--- src/rtl/mandelbrot_pixel_sink.sv ---
// Mandelbrot pixel sink: issues one engine run per pixel, packs two 4-bit
// counts per byte and streams them out through a small FIFO.
//
// Ports:
//   clk, reset     clock, synchronous active-high reset
//   enable         start frames continuously while high (sampled in IDLE)
//   eng_run        one-cycle start request to the engine
//   eng_running    engine busy flag
//   eng_finished   engine end-of-frame flag (cross-checked only)
//   eng_ctr        engine iteration count, valid while eng_running=0
//   out_valid      FIFO head valid
//   out_ready      consumer accepts the head
//   out_data       [3:0] even (left) pixel, [7:4] odd (right) pixel
//   out_sof        head byte is the first byte of a frame
//   out_eol        head byte is the last byte of a line
//   frame_done     one-cycle pulse after the last capture of a frame
//   frame_err      sticky engine/sink frame-position disagreement
module mandelbrot_pixel_sink #(
  parameter int WIDTH  = 320,
  parameter int HEIGHT = 240,
  parameter int DEPTH  = 4
) (
  input  logic       clk,
  input  logic       reset,
  input  logic       enable,
  output logic       eng_run,
  input  logic       eng_running,
  input  logic       eng_finished,
  input  logic [3:0] eng_ctr,
  output logic       out_valid,
  input  logic       out_ready,
  output logic [7:0] out_data,
  output logic       out_sof,
  output logic       out_eol,
  output logic       frame_done,
  output logic       frame_err
);

  localparam int XW = $clog2(WIDTH);
  localparam int YW = $clog2(HEIGHT);
  localparam int PW = $clog2(DEPTH);
  localparam int CW = PW + 1;

  localparam logic [XW-1:0] X_LAST = XW'(WIDTH - 1);
  localparam logic [YW-1:0] Y_LAST = YW'(HEIGHT - 1);
  localparam logic [CW-1:0] C_FULL = CW'(DEPTH);

  typedef enum logic [1:0] {
    S_IDLE,
    S_ISSUE,
    S_BUSY,
    S_DONE
  } state_t;

  state_t state_q;
  state_t state_d;

  logic [XW-1:0] x_q;
  logic [XW-1:0] x_d;
  logic [YW-1:0] y_q;
  logic [YW-1:0] y_d;
  logic [3:0]    hold_q;
  logic [3:0]    hold_d;
  logic          frame_err_q;
  logic          frame_err_d;

  logic [9:0]    mem_q [DEPTH];
  logic [9:0]    mem_d [DEPTH];
  logic [PW-1:0] wr_ptr_q;
  logic [PW-1:0] wr_ptr_d;
  logic [PW-1:0] rd_ptr_q;
  logic [PW-1:0] rd_ptr_d;
  logic [CW-1:0] count_q;
  logic [CW-1:0] count_d;

  logic          fifo_full;
  logic          capture;
  logic          last_x;
  logic          last_y;
  logic          last_pix;
  logic          push;
  logic          pop;
  logic          entry_sof;
  logic          entry_eol;
  logic [9:0]    entry;
  logic [9:0]    head;

  // ---------------- FSM: state register ----------------
  always_ff @(posedge clk) begin
    if (reset) begin
      state_q <= S_IDLE;
    end else begin
      state_q <= state_d;
    end
  end

  // ---------------- FSM: next state ----------------
  always_comb begin
    state_d = state_q;
    unique case (state_q)
      S_IDLE: begin
        if (enable) begin
          state_d = S_ISSUE;
        end
      end
      S_ISSUE: begin
        // Holding here is safe: the engine keeps its coordinates while idle.
        if (!fifo_full) begin
          state_d = S_BUSY;
        end
      end
      S_BUSY: begin
        if (!eng_running) begin
          state_d = last_pix ? S_DONE : S_ISSUE;
        end
      end
      S_DONE: begin
        state_d = S_IDLE;
      end
      default: begin
        state_d = S_IDLE;
      end
    endcase
  end

  // ---------------- FSM: outputs ----------------
  always_comb begin
    eng_run    = 1'b0;
    frame_done = 1'b0;
    capture    = 1'b0;
    unique case (state_q)
      S_IDLE:  ;
      S_ISSUE: eng_run    = !fifo_full;
      S_BUSY:  capture    = !eng_running;
      S_DONE:  frame_done = 1'b1;
      default: ;
    endcase
  end

  // ---------------- pixel position and packing ----------------
  assign last_x   = (x_q == X_LAST);
  assign last_y   = (y_q == Y_LAST);
  assign last_pix = last_x && last_y;

  // Odd pixels complete a byte; even pixels wait in the hold register.
  assign push      = capture && x_q[0];
  assign entry_sof = (y_q == '0) && (x_q == XW'(1));
  assign entry_eol = last_x;
  assign entry     = {entry_eol, entry_sof, eng_ctr, hold_q};

  always_comb begin
    x_d         = x_q;
    y_d         = y_q;
    hold_d      = hold_q;
    frame_err_d = frame_err_q;
    if (capture) begin
      if (!x_q[0]) begin
        hold_d = eng_ctr;
      end
      if (last_x) begin
        x_d = '0;
        y_d = last_y ? '0 : y_q + YW'(1);
      end else begin
        x_d = x_q + XW'(1);
      end
      // Engine must flag end-of-frame exactly on our last pixel.
      if (last_pix ? !eng_finished : eng_finished) begin
        frame_err_d = 1'b1;
      end
    end
    if (state_q == S_DONE) begin
      x_d = '0;
      y_d = '0;
    end
  end

  always_ff @(posedge clk) begin
    if (reset) begin
      x_q         <= '0;
      y_q         <= '0;
      hold_q      <= '0;
      frame_err_q <= 1'b0;
    end else begin
      x_q         <= x_d;
      y_q         <= y_d;
      hold_q      <= hold_d;
      frame_err_q <= frame_err_d;
    end
  end

  // ---------------- output FIFO ----------------
  assign fifo_full = (count_q == C_FULL);
  assign out_valid = (count_q != '0);
  assign pop       = out_valid && out_ready;
  assign head      = mem_q[rd_ptr_q];

  always_comb begin
    mem_d    = mem_q;
    wr_ptr_d = wr_ptr_q;
    rd_ptr_d = rd_ptr_q;
    // Only one pixel is ever in flight, so the full guard never blocks
    // a real push; it just keeps the FIFO self-consistent.
    if (push && !fifo_full) begin
      mem_d[wr_ptr_q] = entry;
      wr_ptr_d        = wr_ptr_q + PW'(1);
    end
    if (pop) begin
      rd_ptr_d = rd_ptr_q + PW'(1);
    end
    count_d = count_q
            + CW'(push && !fifo_full)
            - CW'(pop);
  end

  always_ff @(posedge clk) begin
    if (reset) begin
      for (int i = 0; i < DEPTH; i++) begin
        mem_q[i] <= '0;
      end
      wr_ptr_q <= '0;
      rd_ptr_q <= '0;
      count_q  <= '0;
    end else begin
      mem_q    <= mem_d;
      wr_ptr_q <= wr_ptr_d;
      rd_ptr_q <= rd_ptr_d;
      count_q  <= count_d;
    end
  end

  assign out_data  = head[7:0];
  assign out_sof   = head[8];
  assign out_eol   = head[9];
  assign frame_err = frame_err_q;

endmodule

--- config.mk ---
export PLATFORM = sky130hd
export DESIGN_NAME = mandelbrot_pixel_sink
export DESIGN_NICKNAME = d
export VERILOG_FILES = /design/src/rtl/mandelbrot_pixel_sink.sv
export SDC_FILE = /design/constraint.sdc
export NUM_CORES = 1
export LEC_CHECK = 0
export BUFFER_PORTS_ARGS = -buffer_cell sky130_fd_sc_hd__buf_2
export CORE_MARGIN = 5
export CORE_UTILIZATION = 39
export CTS_CLUSTER_DIAMETER = 100
export DETAILED_ROUTE_END_ITERATION = 10
export PLACE_DENSITY = 0.66
export SLEW_MARGIN = 20
export SYNTH_ARGS = -nofsm -noshare
export SYNTH_HDL_FRONTEND = slang
export SYNTH_SLANG_ARGS = --single-unit
--- constraint.sdc ---
create_clock -name clk -period 7.6 [get_ports clk]
set_input_delay 0.38 -clock clk [delete_from_list [all_inputs] [get_ports clk]]
set_output_delay 0.38 -clock clk [all_outputs]
set_load 0.01 [all_outputs]
# --- Word level (Yosys, flattened, before mapping) ---
# Cells that the tools add are included.
# W data, S select, Z words.
op_classes:
  n_addsub: 6
  n_mul: 0
  n_div: 0
  magnitude_cmp: 3
  eq_ne: 10
  shifts: 0
  n_mux: 17
  bitwise_logic: 3
  n_reduce_logical: 17
ops:
  columns: ["cell", "n"]
  rows:
  - ["$bwmux W40", 1]
  - ["$mux W10", 3]
  - ["$bmux W10 S2", 1]
  - ["$demux W10 S2", 1]
  - ["$add A9 B1 Y9 const B", 1]
  - ["$eq A9 B1 Y1 const B", 1]
  - ["$eq A9 B9 Y1 const B", 1]
  - ["$mux W9", 1]
  - ["$add A8 B1 Y8 const B", 1]
  - ["$eq A8 B8 Y1 const B", 1]
  - ["$logic_not A8 Y1", 1]
  - ["$mux W2", 4]
  - ["$mux W8", 1]
  - ["$pmux W2 S4", 1]
  - ["$ge A3 B3 Y1 const B", 2]
  - ["$logic_and A1 B1 Y1", 6]
  - ["$ne A2 B2 Y1 const B", 3]
  - ["$not A2 Y3", 2]
  - ["$reduce_and A2 Y1", 3]
  - ["$add A2 B1 Y2 const B", 2]
  - ["$eq A2 B2 Y1 const B", 2]
  - ["$mux W1", 4]
  - ["$add A3 B1 Y3", 1]
  - ["$eq A3 B3 Y1 const B", 1]
  - ["9 further kinds", 11]
totals:
  reg_bits: 71
  latchBits: 0
  ramBits: 0
  romBits: 0
  inputBits: 10
  output_inout_bits: 14
  elab_cells: 68
  memories: 0

# --- Depth between registers and ports, before layout ---
logic_depth:
  ltp_word: 6
  depth_mapped: 11
  mapped_depth_nobuf: 10

# --- Worst setup path before layout ---
# OpenSTA, ideal clock, no wires.
synth_timing:
  path_kind: "register -> register"
  startpoint: "register count_q[1]"
  endpoint: "register count_q[2]"
  setup_ns: 0.128
  t_arrival_ns: 2.265
  required_ns: 7.472
  slack_ns: 5.208
  path_stages_with_launch: 12
  n_path_buf: 1
  synth_period_minus_slack_ns: 2.392
  path_cell_list: "dfxtp_1 > or3b_2 > clkbuf_1 > nand3_1 > ha_1 > inv_1 > ha_1 > inv_1 > fa_1 > xor2_1 > xnor2_1 > nor2_1"
synth_between:
  elab_chain_cells: 5
  elab_cells_between_ends: 7
  cone_classes: "2 x add/sub; 1 x eq/ne; 4 x reduce/logical"
synth_rtl:
  columns: ["element", "line", "source"]
  rows:
  - ["start, declared", "73", "logic [CW-1:0] count_q;"]
  - ["start signal, assigned", "227", "count_q <= count_d;"]
  - ["$eq A3 B3 Y1", "192", "assign fifo_full = (count_q == C_FULL);"]
  - ["$logic_not A1 Y1", "211", "+ CW'(push && !fifo_full)"]
  - ["$logic_and A1 B1 Y1", "211", null]
  - ["$add A3 B1 Y3", "211", null]
  - ["$sub A3 B1 Y3 *", "212", "- CW'(pop);"]
# Mark *: on every way between the ends. The rest lies on a longest branch, timed or not.
# A chain may end at the register's enable or synchronous reset.

# --- Final worst setup path ---
layout_timing:
  startpoint: "register state_q[1]"
  endpoint: "register count_q[2]"
layout_between:
  elab_chain_cells: 6
layout_rtl:
  columns: ["element", "line", "source"]
  rows:
  - ["start, declared", "55", "state_t state_q;"]
  - ["start signal, assigned", "93", "state_q <= state_d;"]
  - ["$eq A2 B2 Y1", "131", "unique case (state_q)"]
  - ["$mux W1", "131", null]
  - ["$logic_and A1 B1 Y1", "146", "assign push = capture && x_q[0];"]
  - ["$logic_and A1 B1 Y1", "211", null]
  - ["$add A3 B1 Y3", "211", null]
  - ["$sub A3 B1 Y3", "212", null]
# Every way passes these cells.

==> impl_metrics.tcl <==
set metrics [dict create \
    ys.flop_type "dfxtp_1" \
    crit_type "reg -> reg" \
    synth.avg_cell_area_um2 9.80 \
    r2r_start "state_q[1]$_SDFFE_PP0P_" \
    cp.required_ns 7.79 \
    holdPathStages 3 \
    post_cts_buffers 0 \
    drt_pass1_iterations 4 \
    layout_min_cycle_time_ns 2.83 \
    numPortBuffers 23 \
    gp_congestion 0.813 \
    cp.arrival_ns 3.03 \
    ant_nets 0 \
    grt_pass1_vias 2343 \
    cts_sinks 71 \
    crit_fanout 18 \
    synthMuxAreaShare_pct 18.4 \
    start_kind "flip-flop" \
    slowest_stage "nor3b_4" \
    cts_tree "built" \
    io_pins 24 \
    r2r_end "count_q[2]$_SDFF_PP0_" \
    syn_nets 357 \
    p_per_area_mw_per_mm2 222 \
    cts.repair.resized 0 \
    htree_levels 3 \
    grt_max_degree 60 \
    coreArea_mm2 0.00822 \
    insertion_delay_ns 0.34 \
    via_per_inst 5.24 \
    relSlewSlack_pct 32.4 \
    worstSetupEndpointType "flip-flop" \
    num_vias 2415 \
    area_growth_pct 10.7 \
    ys_async_sr_fraction_pct 0 \
    r2r_cells 10 \
    min_path_type "in -> reg" \
    synth-simple-area-share_pct 21.1 \
    synthXorXnorAreaFrac_pct 3.46 \
    grt_pass1_wl_mm 11.1 \
    cts_root_buf "clkbuf_8" \
    synth_fa_ha_area_share_pct 4.41 \
    synth_top_family_by_area "simple AND/OR/NAND/NOR gates" \
    outcome "finished clean" \
    hold_violations 0 \
    slowest_delay_ns 0.68 \
    grtUsageTotal_pct 13.6 \
    yosysWarnings 0 \
    dieArea_mm2 0.0104 \
    wl_per_cell_um 14.3 \
    drt-initial-drc-count 151 \
    diodes 0 \
    syn_area_mm2 0.00329 \
    grt.overflow.total 0 \
    cts_buffers 9 \
    max_freq_ghz 0.353 \
    skew_ns 0.00979 \
    setup_viol 0 \
    hold_slack_ns 0.316 \
    drc_errors 0 \
    min_to "hold_q[2]$_SDFFE_PP0P_" \
    timing.final.crit_share_pct 37.3 \
    cts-hold-fix-buffers 0 \
    tightest_slew_ns 1.01 \
    hpwl_mm 4.39 \
    die_x_um 102 \
    rsz0062_at_grt "false" \
    die_h_um 102 \
    r2r_slack_ns 4.77 \
    crit_chain "nor3b_4, nand3_1, ha_1, inv_1, ha_1, inv_1, fa_1, xor2_1, xnor2_1, nor2_1" \
    synth-edff-count 0 \
    ys_ff_latch 71 \
    hold_path_startpoint "eng_ctr[2]" \
    start_util_pct 40.1 \
    drive_gt1_share_pct 15.7 \
    syn_inst 336 \
    drt-total-wl_mm 6.58 \
    synth_compound_area_share_pct 5.70 \
    drv_cap 0 \
    rows 33 \
    ys_types 43 \
    nets 372 \
    antenna_found_initial 0 \
    clk_path_buf_depth 2 \
    slew_viol_final 0 \
    ys_seq_area_share_pct 43.2 \
    path_clk_slew_ns 0.08 \
    tns_ns 0 \
    p_leak_nw 1.60 \
    ir_drop_mv 0.0978 \
]
==> layout by cell type, fill, tap and decap left out, drive strengths merged, types with 8 or more instances in the layout <==
master and n:
a21oi 14, buf 23, clkbuf 10, dfxtp 71, ha 10, inv 11
mux2i 38, mux4 10, nand2 15, nand3 10, nand3b 8, nand4 9
nor2 57, o21ai 14, xor2 8
==> metal layers <==
metal	routed length, um	track usage [%]
met1	3160	17.7
met2	3030	21.2
met3	236	2.53
met4	146	7.87
met5	0	0
==> report_power, final <==
group	leakage (nW)	switching [mW]	total [mW]	internal, mW
Clock	0.0973	0.145	0.299	0.154
Sequential	0.573	0.0329	0.418	0.385
Combinational	0.925	0.0425	0.0924	0.0499
==> critical path, delay by kind of cell, from the launching register on <==
| kind | cells | cell delay (ns) |
|---|---|---|
| adder cells (fa/ha/maj) | 3 | 0.83 |
| AND/OR/NAND/NOR | 3 | 1.01 |
| buffers and inverters | 2 | 0.09 |
| flip-flops | 1 | 0.44 |
| XOR/XNOR | 2 | 0.30 |
==> logic make-up (layout without fill, tap and decap cells) <==
logic type | Yosys count | count (layout)
AO/OA/AOI/OAI | 34 | 34
XOR/XNOR | 13 | 13
adder cells (fa/ha/maj) | 11 | 11
buffers and inverters | 28 | 48
flip-flops | 71 | 71
multiplexers | 48 | 48
AND/OR/NAND/NOR | 131 | 131
==> synthesized netlist by cell type (2+ instances only) <==
| library cell | count | area, um^2 |
|---|---|---|
| nor4_1 | 4 | 25.0 |
| nor2b_1 | 2 | 12.5 |
| mux2i_1 | 38 | 380 |
| dfxtp_1 | 71 | 1420 |
| and3_1 | 4 | 25.0 |
| buf_4 | 4 | 30.0 |
| or3b_2 | 2 | 17.5 |
| inv_1 | 9 | 33.8 |
| nand2b_1 | 2 | 12.5 |
| nand4_1 | 9 | 56.3 |
| xor2_1 | 8 | 70.1 |
| mux4_2 | 10 | 225 |
| clkbuf_1 | 11 | 41.3 |
| and2_1 | 2 | 12.5 |
| o21ai_0 | 14 | 70.1 |
| nor2_1 | 57 | 214 |
| a21oi_1 | 14 | 70.1 |
| buf_2 | 4 | 20.0 |
| nand3_1 | 9 | 45.0 |
| ha_1 | 10 | 125 |
| nor3_1 | 2 | 10.0 |
| nand2_1 | 15 | 56.3 |
| xnor2_1 | 5 | 43.8 |
| nand3b_1 | 8 | 60.1 |
| or4_1 | 4 | 30.0 |
==> worst max path at each step <==
stage | depth (start not counted) | slack, ns | end | startpoint
2_1_floorplan | 11 | 5.21 | count_q[2]$_SDFF_PP0_ | count_q[1]$_SDFF_PP0_
3_3_place_gp | 11 | 4.78 | count_q[2]$_SDFF_PP0_ | eng_running
3_5_place_dp | 11 | 4.70 | count_q[2]$_SDFF_PP0_ | eng_running
4_1_cts | 10 | 4.74 | count_q[2]$_SDFF_PP0_ | state_q[1]$_SDFFE_PP0P_
5_1_grt | 10 | 4.46 | count_q[2]$_SDFF_PP0_ | state_q[1]$_SDFFE_PP0P_
6_report | 10 | 4.77 | count_q[2]$_SDFF_PP0_ | state_q[1]$_SDFFE_PP0P_
==> stage by stage <==
step                power, mW  worst slack [ns]  area, um^2  instances  util [%]
floorplan               0.496              5.21        3290        336         -
global placement        0.520              4.78        3450        445      42.0
global route            0.853              4.46        3640        461      44.3
detailed placement      0.521              4.70        3450        445      42.0
finish                  0.809              4.77        3640        461      44.3
CTS                     0.823              4.74        3640        461      44.3
==> registers in the layout (all words and copies together) (netlist names) <==
signal     cells
rd_ptr_q       2
count_q        3
hold_q         4
frame_err      1
wr_ptr_q       2
state_q        2
y_q            8
x_q            9
mem_q         40
==> final cells by class <==
| cell class | count | area [um^2] |
|---|---|---|
| clock buffer | 10 | 128 |
| clock inverter | 6 | 68.8 |
| fill | 789 | 4570 |
| inverter | 9 | 33.8 |
| multi-input combinational | 237 | 1750 |
| sequential | 71 | 1420 |
| tap | 105 | 131 |
| timing repair buffer | 23 | 115 |
(Power assumes the default switching activity.)
